### src/rtl/bsearch_pkg.sv
// Shared types and defaults for the binary-search sequencer.
// The optional WAIT timeout is enabled by defining BSEARCH_TIMEOUT_EN.
package bsearch_pkg;

    typedef enum logic [1:0] {
        IDLE  = 2'd0,
        ISSUE = 2'd1,
        WAIT  = 2'd2,
        DONE  = 2'd3
    } state_t;

    localparam int DEF_W     = 32;
    localparam int DEF_CNT_W = 8;

endpackage

### src/rtl/bsearch_step.sv
// One binary-search step: probe midpoint, the narrowed interval for a predicate
// answer, the midpoint of that narrowed interval, and whether the search ends.
module bsearch_step
    import bsearch_pkg::*;
#(
    parameter int W = DEF_W
) (
    input  logic [W-1:0] lo,
    input  logic [W-1:0] hi,
    input  logic         pred,
    output logic [W-1:0] mid,
    output logic [W-1:0] lo_nxt,
    output logic [W-1:0] hi_nxt,
    output logic [W-1:0] mid_nxt,
    output logic         last
);

    // Difference-based midpoint never overflows; mid < hi keeps mid+1 in range.
    always_comb begin
        mid     = lo + ((hi - lo) >> 1);
        lo_nxt  = pred ? lo  : mid + W'(1);
        hi_nxt  = pred ? mid : hi;
        mid_nxt = lo_nxt + ((hi_nxt - lo_nxt) >> 1);
        last    = !(lo_nxt < hi_nxt);
    end

endmodule

### src/rtl/bsearch_ctrl.sv
// Binary-search sequencer over [start_lo, start_hi) driving a predicate unit.
// Define BSEARCH_TIMEOUT_EN to abort a WAIT that lasts TIMEOUT cycles.
module bsearch_ctrl
    import bsearch_pkg::*;
#(
    parameter int W     = DEF_W,
    parameter int CNT_W = DEF_CNT_W
`ifdef BSEARCH_TIMEOUT_EN
    ,
    parameter int TIMEOUT = 16
`endif
) (
    input  logic             clock,
    input  logic             reset,
    input  logic             start,
    input  logic [W-1:0]     start_lo,
    input  logic [W-1:0]     start_hi,
    output logic             busy,
    output logic             done,
    output logic             found,
    output logic [W-1:0]     result,
    output logic [CNT_W-1:0] iter_count,
    output logic             probe_valid,
    output logic [W-1:0]     probe_addr,
    input  logic             probe_ready,
    input  logic             resp_valid,
    input  logic             resp_pred
`ifdef BSEARCH_TIMEOUT_EN
    ,
    output logic             timed_out
`endif
);

    function automatic logic [CNT_W-1:0] sat_inc(input logic [CNT_W-1:0] v);
        return (&v) ? v : v + CNT_W'(1);
    endfunction

    state_t         state;
    logic [W-1:0]   lo, hi, cap_hi;
    logic [W-1:0]   step_lo, step_hi;
    logic [W-1:0]   mid, lo_nxt, hi_nxt, mid_nxt;
    logic           last;
    logic           idle_like;

`ifdef BSEARCH_TIMEOUT_EN
    localparam int TW = $clog2(TIMEOUT + 1);
    logic [TW-1:0] wait_cnt;
`endif

    // While idle the step unit sees the incoming bounds so the first probe
    // address is ready in the cycle start is accepted.
    always_comb begin
        idle_like = (state == IDLE) || (state == DONE);
        step_lo   = idle_like ? start_lo : lo;
        step_hi   = idle_like ? start_hi : hi;
    end

    bsearch_step #(.W(W)) u_step (
        .lo      (step_lo),
        .hi      (step_hi),
        .pred    (resp_pred),
        .mid     (mid),
        .lo_nxt  (lo_nxt),
        .hi_nxt  (hi_nxt),
        .mid_nxt (mid_nxt),
        .last    (last)
    );

    always_ff @(posedge clock or negedge reset) begin
        if (!reset) begin
            state       <= IDLE;
            lo          <= '0;
            hi          <= '0;
            cap_hi      <= '0;
            busy        <= 1'b0;
            done        <= 1'b0;
            found       <= 1'b0;
            result      <= '0;
            iter_count  <= '0;
            probe_valid <= 1'b0;
            probe_addr  <= '0;
`ifdef BSEARCH_TIMEOUT_EN
            timed_out   <= 1'b0;
            wait_cnt    <= '0;
`endif
        end else begin
            done <= 1'b0;
            case (state)
                IDLE, DONE: begin
                    if (start) begin
                        lo         <= start_lo;
                        hi         <= start_hi;
                        cap_hi     <= start_hi;
                        iter_count <= '0;
                        found      <= 1'b0;
`ifdef BSEARCH_TIMEOUT_EN
                        timed_out  <= 1'b0;
`endif
                        if (start_lo < start_hi) begin
                            state       <= ISSUE;
                            busy        <= 1'b1;
                            probe_valid <= 1'b1;
                            probe_addr  <= mid;
                        end else begin
                            state  <= DONE;
                            done   <= 1'b1;
                            result <= start_lo;
                        end
                    end
                end
                ISSUE: begin
                    if (probe_ready) begin
                        state       <= WAIT;
                        probe_valid <= 1'b0;
`ifdef BSEARCH_TIMEOUT_EN
                        wait_cnt    <= '0;
`endif
                    end
                end
                WAIT: begin
                    if (resp_valid) begin
                        lo         <= lo_nxt;
                        hi         <= hi_nxt;
                        iter_count <= sat_inc(iter_count);
                        if (last) begin
                            state  <= DONE;
                            busy   <= 1'b0;
                            done   <= 1'b1;
                            result <= lo_nxt;
                            found  <= lo_nxt < cap_hi;
                        end else begin
                            state       <= ISSUE;
                            probe_valid <= 1'b1;
                            probe_addr  <= mid_nxt;
                        end
                    end
`ifdef BSEARCH_TIMEOUT_EN
                    else if (wait_cnt == TW'(TIMEOUT - 1)) begin
                        state     <= DONE;
                        busy      <= 1'b0;
                        done      <= 1'b1;
                        timed_out <= 1'b1;
                        found     <= 1'b0;
                        result    <= lo;
                    end else begin
                        wait_cnt <= wait_cnt + TW'(1);
                    end
`endif
                end
                default: begin
                    state       <= IDLE;
                    busy        <= 1'b0;
                    probe_valid <= 1'b0;
                end
            endcase
        end
    end

endmodule

### config.mk
export PLATFORM = sky130hd
export DESIGN_NAME = bsearch_ctrl
export DESIGN_NICKNAME = d
export VERILOG_FILES = /design/src/rtl/bsearch_pkg.sv /design/src/rtl/bsearch_step.sv /design/src/rtl/bsearch_ctrl.sv
export SDC_FILE = /design/constraint.sdc
export NUM_CORES = 1
export LEC_CHECK = 0
export CORE_ASPECT_RATIO = 1.5
export CORE_MARGIN = 2
export CORE_UTILIZATION = 50
export DETAILED_ROUTE_END_ITERATION = 16
export PLACE_DENSITY = 0.73
export SLEW_MARGIN = 30
export SYNTH_ARGS = -nofsm -noshare
export SYNTH_HDL_FRONTEND = slang
export SYNTH_HIERARCHICAL = 1
export SYNTH_SLANG_ARGS = --single-unit
export TNS_END_PERCENT = 100
### constraint.sdc
create_clock -name clock -period 11.07 [get_ports clock]
set_clock_uncertainty 0.2 [all_clocks]
set_input_delay 2.214 -clock clock [delete_from_list [all_inputs] [get_ports clock]]
set_output_delay 2.214 -clock clock [all_outputs]
set_load 0.05 [all_outputs]
Word level (Yosys, flattened, before mapping)
Index checks and enable logic that the tools add are counted.
Widths: inputs -> output; s select.
{"block": "word_totals", "register_bits": 174, "input_bits": 70, "out_inout_bits": 76, "wordCells": 93}
{"block": "classes", "add_sub_neg": 6, "magnitude_cmp": 3, "n_eq_ne": 11, "muxes": 48, "reduce_logical": 14}
{"cell": "$mux 32", "n": 16}
{"cell": "$pmux 32 s2", "n": 4}
{"cell": "$lt 32x32->1", "n": 3}
{"cell": "$add 32x31->32", "n": 2}
{"cell": "$sub 32x32->32", "n": 2}
{"cell": "$add 32x1->32 const B", "n": 1}
{"cell": "$mux 8", "n": 3}
{"cell": "$reduce_and 5->1", "n": 4}
{"cell": "$pmux 8 s2", "n": 1}
{"cell": "$mux 1", "n": 14}
{"cell": "$ne 2x2->1 const B", "n": 7}
{"cell": "$mux 2", "n": 5}
{"cell": "$add 8x1->8 const B", "n": 1}
{"cell": "$reduce_and 4->1", "n": 2}
{"cell": "$reduce_and 8->1", "n": 1}
{"cell": "$pmux 1 s2", "n": 3}
{"cell": "$pmux 2 s3", "n": 1}
{"cell": "$reduce_and 3->1", "n": 2}
{"cell": "$eq 2x2->1 const B", "n": 2}
{"cell": "$pmux 1 s3", "n": 1}
{"cell": "$eq 2x1->1 const B", "n": 1}
{"cell": "$logic_not 2->1", "n": 1}
{"cell": "$ne 2x1->1 const B", "n": 1}
{"cell": "$reduce_and 2->1", "n": 1}
{"cell": "other kinds (3)", "n": 3}

Depth between registers and ports, before layout
Gate-level depths: netlist (run 1).
{"block": "logic_depth", "ltp_word": 12, "depth_mapped": 58, "depth_no_buf": 55}

By module
The synthesis (run 1) kept the hierarchy.
{"mod": "bsearch_ctrl", "n_inst": 1, "cells_per_inst": 1025, "area_each_um2": 10090.9, "seq_area_each_um2": 4354.2}
{"mod": "bsearch_step", "n_inst": 1, "cells_per_inst": 1215, "area_each_um2": 8356.8, "seq_area_each_um2": 0.0}

Worst setup path before layout (run 1)
Ideal clock, no wire load.
{"block": "synth_path", "path_type": "input to register", "startpoint": "input start_lo[2]", "endpoint": "register probe_addr[31]", "setup_time_ns": 0.138, "arrival_ns": 10.910, "t_required_ns": 10.732, "setup_slack_ns": -0.178, "stages": 52, "path_buffers": 1, "path_cell_list": "mux2_2 > inv_1 > ha_1 > nor2b_1 > o21ai_0 > a21boi_0 > o21ai_0 > a21boi_0 > o21ai_0 > a21boi_0 > o21a_1 > or2_2 > a21o_1 > a21oi_1 > xnor2_1 > ha_1 > and2_1 > nand3_1 > (+16 left out) > a211oi_1 > a21oi_1 > o2111ai_1 > a21oi_1 > o21a_1 > nor2_1 > o211ai_1 > a21oi_1 > xnor2_1 > ha_1 > buf_4 > a21o_1 > and2_1 > o21ai_0 > o31ai_1 > a211o_1 > inv_1 > a311oi_1"}
{"block": "synth_between", "elab_chain_cells": 10, "elab_cells_between_ends": 18, "cone_classes": "add/sub (5); order compare (2); eq/ne (2); mux (8); reduce/logical (1)"}
{"item": "start, declared", "line": "bsearch_ctrl.sv:16", "rtl": "input logic [W-1:0] start_lo,"}
{"item": "$mux 32 (*)", "line": "bsearch_ctrl.sv:54", "rtl": "step_lo = idle_like ? start_lo : lo;"}
{"item": "$sub 32x32->32", "line": "bsearch_step.sv:20", "rtl": "mid = lo + ((hi - lo) >> 1);"}
{"item": "$add 32x31->32 (*)", "line": "bsearch_step.sv:20"}
{"item": "$add 32x1->32 (*)", "line": "bsearch_step.sv:21", "rtl": "lo_nxt = pred ? lo : mid + W'(1);"}
{"item": "$mux 32 (*)", "line": "bsearch_step.sv:21"}
{"item": "via lo_nxt[16]", "line": "bsearch_ctrl.sv:41", "rtl": "logic [W-1:0] mid, lo_nxt, hi_nxt, mid_nxt;"}
{"item": "$sub 32x32->32", "line": "bsearch_step.sv:23", "rtl": "mid_nxt = lo_nxt + ((hi_nxt - lo_nxt) >> 1);"}
{"item": "$add 32x31->32 (*)", "line": "bsearch_step.sv:23"}
{"item": "via mid_nxt[31]", "line": "bsearch_ctrl.sv:41"}
{"item": "$mux 32 (*)", "line": "bsearch_ctrl.sv:125", "rtl": "if (last) begin"}
{"item": "$mux 32 (*)", "line": "bsearch_ctrl.sv:121", "rtl": "if (resp_valid) begin"}
{"item": "$pmux 32 s2 (*)", "line": "bsearch_ctrl.sv:88", "rtl": "case (state)"}
{"item": "end signal, assigned", "line": "bsearch_ctrl.sv:103", "rtl": "probe_addr <= mid;"}
{"item": "end signal, assigned", "line": "bsearch_ctrl.sv:134", "rtl": "probe_addr <= mid_nxt;"}
{"item": "end, declared", "line": "bsearch_ctrl.sv:24", "rtl": "output logic [W-1:0] probe_addr,"}
Mark *: on every way through the listed nets, which the timed path passes. The rest lies on a longest branch. The select of a mux whose other input is x is not followed.
A chain may end at the register's enable or synchronous reset.

Worst setup path in the final report (run 1)
{"block": "layout_path", "startpoint": "input start_lo[1]", "endpoint": "register probe_addr[31]"}
{"block": "layout_between", "elab_chain_cells": 10, "elab_cells_between_ends": 18, "cone_classes": "add/sub (5); order compare (2); eq/ne (2); mux (8); reduce/logical (1)"}
{"item": "$mux 32 (*)", "line": "bsearch_ctrl.sv:54"}
{"item": "via step_lo[1]", "line": "bsearch_ctrl.sv:40", "rtl": "logic [W-1:0] step_lo, step_hi;"}
{"item": "$sub 32x32->32", "line": "bsearch_step.sv:20"}
{"item": "$add 32x31->32 (*)", "line": "bsearch_step.sv:20"}
{"item": "via mid[10]", "line": "bsearch_ctrl.sv:41"}
{"item": "$add 32x1->32 (*)", "line": "bsearch_step.sv:21"}
{"item": "$mux 32 (*)", "line": "bsearch_step.sv:21"}
{"item": "via lo_nxt[12]", "line": "bsearch_ctrl.sv:41"}
{"item": "$sub 32x32->32", "line": "bsearch_step.sv:23"}
{"item": "$add 32x31->32 (*)", "line": "bsearch_step.sv:23"}
{"item": "via mid_nxt[31]", "line": "bsearch_ctrl.sv:41"}
{"item": "$mux 32 (*)", "line": "bsearch_ctrl.sv:125"}
{"item": "$mux 32 (*)", "line": "bsearch_ctrl.sv:121"}
{"item": "$pmux 32 s2 (*)", "line": "bsearch_ctrl.sv:88"}
Marked as above.

==> results.json, run 1 <==
{
  "core.rowCount": 86,
  "numCtsBuffers": 17,
  "clockBufferDepth": 2,
  "ant_nets": 0,
  "grt.busiest_layer": "met2",
  "die_h_um": 239,
  "drc": 0,
  "diodes": 0,
  "finalMaxSlewViolations": 0,
  "final_min_period_over_clock_period": 0.999,
  "yosysWarnings": 6,
  "end_kind": "flop",
  "grt.total_usage": 0.346,
  "yosys-top-cells-count": "inv_1, ha_1, nor2_1",
  "cp_common_cell": "a21oi_2",
  "dieArea_um2": 38500,
  "cts_num_sinks": 174,
  "yosys.area.top_type": "dfrtp_1",
  "status": "complete, no violations",
  "path_clk_slew_ns": 0.08,
  "hp-class": "reg2reg",
  "hold_viol_final": 0,
  "crit_fanout": 6,
  "synthTopCellsByArea": "dfrtp_1, ha_1, mux2_2",
  "crit_required_ns": 11.21,
  "viasPerCell": 5.97,
  "htreeDepth": 4,
  "grt_antenna_before_repair": 0,
  "drt_pass1_iterations": 6,
  "fmax_mhz": 90.4,
  "min_period_ns": 11.06,
  "grt_use_met2": 0.622,
  "portBuffers": 145,
  "grtUsageMet3": 0.0459,
  "core_area_um2": 36600,
  "netlist.area_leader.share": 0.236,
  "cts_tree": "built",
  "grt_first_pass_wirelength_um": 104000,
  "critical_path_class": "in2reg",
  "cp_slowest_cell": "o41a_1",
  "nets": 3105,
  "wirelength_um": 69200,
  "synthFlopType": "dfrtp_1",
  "gr-total-overflow": 0,
  "yosysMostFrequentCell": "inv_1",
  "slowest_delay_ns": 0.41,
  "syn-instance-count": 2240,
  "drtIter0Drc": 1274,
  "synth_edf_count": 0,
  "hold_ws_ns": 0.283,
  "ys_async_sr_fraction": 1.00,
  "rsz0062_at_grt": "true",
  "avgSynthCellArea_um2": 8.24,
  "tightestPinTransition_ns": 1.10,
  "grt_use_met1": 0.355,
  "slew_headroom": 0.267,
  "grt_max_degree": 107,
  "synth_nets": 2503,
  "gp_congestion": 0.982,
  "wire_per_inst_um": 20.7,
  "synth.distinct_cells": 97,
  "synth_seq_area_share": 0.236,
  "cp.arrival_ns": 11.20,
  "root_buffer": "clkbuf_16",
  "vias": 19928,
  "startpoint_type": "input pin",
  "maxCapViolations": 0,
  "clock_latency_ns": 0.48,
  "ys_ff_latch": 174,
  "drive_gt1_frac": 0.303,
  "start_util": 0.504,
  "setup_viol": 0,
  "synth.cell_area_um2": 18400,
  "first_global_vias": 19980,
  "num_io_pins": 146,
  "die_w_um": 161,
  "dpl.hpwl_um": 52000,
  "area_growth_pct": 40.4
}
final cells by class:
cell class | instances | area [µm²]
inverters | 212 | 801
clock inverters | 13 | 189
repair buffers | 671 | 5540
multi-input cells | 1766 | 14000
flip-flops and latches | 174 | 4350
clock buffers | 19 | 453
well taps | 484 | 606
fillers | 2825 | 10700
state kept, by name (all words and copies together), names as in the netlist:
signal	flops
lo	32
hi	32
cap_hi	32
result	32
probe_addr	32
done	1
found	1
busy	1
iter_count	8
probe_valid	1
state	2
metrics by stage:
stage          utilization  std cells  setup WS, ns  setup TNS [ns]  cell area [µm²]
6_report             0.708       3339       0.00852               0            25900
5_1_grt              0.708       3339        -0.216           -1.15            25900
4_1_cts              0.681       3306       0.00990               0            24900
3_5_place_dp         0.649       3240         -1.92          -96.15            23700
3_3_place_gp         0.648       3240         -1.78          -82.18            23700
2_1_floorplan            -       2240      -0.00148        -0.00148            18500
worst paths after layout:
check / startpoint / to / depth (start not counted) / slack [ns]
min reg2reg: cap_hi[17]$_DFFE_PN0P_ / cap_hi[17]$_DFFE_PN0P_ / 2 / 0.28
min: cap_hi[17]$_DFFE_PN0P_ / cap_hi[17]$_DFFE_PN0P_ / 2 / 0.28
min in group asynchronous: reset / lo[28]$_DFFE_PN0P_ / 1 / 1.39
max reg2reg: state[0]$_DFFE_PN0P_ / probe_addr[31]$_DFFE_PN0P_ / 54 / 0.83
max in group asynchronous: reset / hi[21]$_DFFE_PN0P_ / 3 / 7.88
max: start_lo[1] / probe_addr[31]$_DFFE_PN0P_ / 53 / 0.009
worst max-delay path: cells and delay by family:
family,cells,cell delay (ns)
AOI/OAI and AO/OA,28,5.10
adders and majority gates,5,1.40
buffers and inverters,10,1.04
and+or+nand+nor,5,0.64
muxes,2,0.39
xor gates and xnor gates,3,0.38
timing repair:
item,4_1_cts,5_1_grt
hold buffers,0,0
cloned,0,0
pin swaps,74,104
buffers inserted,35,34
hold endpoints to repair,0,0
setup endpoints to repair,69,69
resized for setup,93,172
cell usage in the layout, fill, tap and decap left out, types with 7 or more instances in the layout:
cell	netlist	final
nand2_1	167	161
buf_4	4	504
and3_1	28	22
a211oi_2	2	7
ha_4	0	13
nand4_1	29	29
o32ai_1	33	33
nor3_2	1	7
or3_1	8	7
xor2_1	38	37
a21oi_1	168	143
and2_1	19	17
ha_1	189	173
buf_6	1	18
clkbuf_16	0	17
inv_2	2	7
o211ai_1	16	16
a21o_1	52	49
o21a_1	29	29
nor2_1	186	178
xnor2_1	88	83
o21ai_2	1	12
nor4_1	10	9
o31ai_1	10	8
a21oi_2	0	23
mux2_2	103	92
a211oi_1	44	38
o21bai_1	12	10
mux2i_1	97	97
dfrtp_1	174	174
nand2b_1	14	14
o21ai_1	5	24
mux2_4	2	13
nor3_1	71	64
nor2b_1	21	18
clkdlybuf4s50_1	0	133
nand3_1	50	47
inv_1	208	201
o21ai_0	111	78
metal layers:
metal / vias to the layer above / share of wire / routed length, µm
li1: 9310 / - / -
met1: 9578 / 0.36 / 24800
met4: 0 / 0.091 / 6320
met3: 298 / 0.044 / 3030
met5: - / 0 / 0
met2: 742 / 0.51 / 35000
cells by family (layout without fill, tap and decap cells):
logic type	Yosys count	in the layout	share of synthesized area
compound gates	592	592	0.219
xor+xnor	127	127	0.0607
fa+ha+maj	196	196	0.134
buf+inv	300	915	0.0629
flops	174	174	0.236
mux	202	202	0.117
simple gates	649	649	0.170
Power of run 1 is not shown: default switching activity piles up to over one toggle a cycle in this logic, so the estimate is an artifact.
==> run 2, diff against run 1 <==
CORE_MARGIN = 5   (was 2)
==> run 2 against run 1 <==
Setup slack gained 0.0092 ns. Flip-flop and latch count stayed put. Hold slack improved by 0.0032 ns. Via count fell by 1.1%. Register-to-register slack barely moved. Sequential share of layout area rose by 0.41 points. Maximum frequency hardly changed. Core utilization shrank 1.7 points. Critical path depth shrank 3. Design area down 2.4%. Routed wire length down 2.1%. Die area is 6.3% higher.
==> results.json, run 2 (synthesis results as in run 1) <==
{
  "vias": 19700,
  "core.rowCount": 86,
  "grt_use_met2": 0.571,
  "clockBufferDepth": 2,
  "start_util": 0.504,
  "grt_max_degree": 113,
  "diodes": 0,
  "mostFrequentLayoutCells": "buf_4, inv_1, nor2_1, ha_1, dfrtp_1",
  "dieArea_um2": 40900,
  "clock_latency_ns": 0.47,
  "crit_required_ns": 11.26,
  "crit_fanout": 8,
  "cts_hold_buf": 0,
  "fin_tns_setup_ns": 0,
  "grt_antenna_before_repair": 0,
  "root_buffer": "clkbuf_16",
  "fillers": 2787,
  "startpoint_type": "input pin",
  "numCtsBuffers": 17,
  "r2r_setup_slack_ns": 0.82,
  "slew_headroom": 0.375,
  "setup_viol": 0,
  "cp.arrival_ns": 11.24,
  "drc": 0,
  "worstHoldStart": "cap_hi[14]$_DFFE_PN0P_",
  "hold_path_end": "cap_hi[14]$_DFFE_PN0P_",
  "gr-total-overflow": 0,
  "hold_depth": 2,
  "drt_pass1_iterations": 6,
  "status": "complete, no violations",
  "worst_r2r_path_depth": 51,
  "cts_num_sinks": 174,
  "cp_slowest_cell": "or4_4",
  "viasPerCell": 5.96,
  "area_growth_pct": 37.1,
  "critical_path_class": "in2reg",
  "reg2reg_from": "state[0]$_DFFE_PN0P_",
  "drive_gt1_frac": 0.284,
  "drtIter0Drc": 1352,
  "path_clk_slew_ns": 0.08,
  "min_period_ns": 11.05,
  "cts_tree": "built",
  "maxCapViolations": 0,
  "slowest_delay_ns": 0.54,
  "r2r_end": "probe_addr[29]$_DFFE_PN0P_",
  "tightestPinTransition_ns": 0.938,
  "end_kind": "flop",
  "core_area_um2": 36600,
  "wire_per_inst_um": 20.5,
  "wirelength_um": 67700,
  "first_global_vias": 19924,
  "hp-class": "reg2reg",
  "placed_cell_area_um2": 23600,
  "final_cells": 3306,
  "die_h_um": 245,
  "num_io_pins": 146,
  "rsz0062_at_grt": "true",
  "grt.total_usage": 0.312,
  "hold_viol_final": 0,
  "dp.cells": 3233,
  "gp_congestion": 0.965,
  "ant_nets": 0,
  "grt_first_pass_wirelength_um": 103000,
  "grtUsageMet3": 0.0335,
  "dpl.hpwl_um": 52200,
  "final_area_um2": 25300,
  "die_w_um": 167,
  "grt.busiest_layer": "met2",
  "nets": 3072,
  "grt_use_met1": 0.328,
  "finalMaxSlewViolations": 0,
  "layout_commonest_cell": "buf_4",
  "fmax_mhz": 90.5,
  "htreeDepth": 4,
  "final_min_period_over_clock_period": 0.998,
  "portBuffers": 145
}
==> run 2: timing repair <==
action | 4_1_cts | 5_1_grt
pin swaps | 53 | 97
gates resized for setup | 79 | 127
buffers inserted | 19 | 23
endpoints found under the setup margin | 69 | 69
==> run 2: area by class of cell <==
cell class | count | area (µm²) | area share
repair buffers | 638 | 5190 | 0.205
clock inverters | 14 | 190 | 0.00752
clock buffers | 18 | 439 | 0.0174
multi-input cells | 1766 | 13700 | 0.542
flip-flops and latches | 174 | 4350 | 0.172
well taps | 484 | 606 | 0.0239
inverters | 212 | 803 | 0.0318
==> run 2: how the worst max path moves through the flow <==
| stage | from | cells past startpoint | endpoint |
|---|---|---|---|
| final | start_lo[1] | 50 | probe_addr[29]$_DFFE_PN0P_ |
| after CTS | start_lo[0] | 51 | probe_addr[29]$_DFFE_PN0P_ |
| after global placement | start_lo[0] | 46 | found$_DFFE_PN0P_ |
| after global routing | start_lo[1] | 50 | probe_addr[29]$_DFFE_PN0P_ |
| after floorplan | start_lo[0] | 51 | probe_addr[31]$_DFFE_PN0P_ |
| after detailed placement | start_lo[1] | 50 | found$_DFFE_PN0P_ |
==> run 2: per-layer routing <==
metal / part of all wire / vias up
met5: 0 / -
met4: 0.083 / 0
met3: 0.045 / 300
met2: 0.52 / 771
met1: 0.36 / 9372
li1: - / 9257
==> run 2: metrics by stage <==
step / utilization / hold slack [ns] / worst slack [ns]
floorplan: - / 0.250 / -0.00148
global placement: 0.645 / 0.263 / -1.46
detailed placement: 0.646 / 0.271 / -1.55
CTS: 0.674 / 0.287 / 0.0276
global route: 0.691 / 0.312 / -0.214
finish: 0.691 / 0.286 / 0.0177
==> run 2: worst max-delay path: cells and delay by family <==
| kind | cells | cell delay (ns) |
|---|---|---|
| AOI/OAI and AO/OA | 23 | 3.73 |
| adders and majority gates | 4 | 1.25 |
| and+or+nand+nor | 12 | 2.26 |
| muxes | 3 | 0.71 |
| xor gates and xnor gates | 3 | 0.41 |
| buffers and inverters | 5 | 0.66 |
Power of run 2 is left out for the same reason.
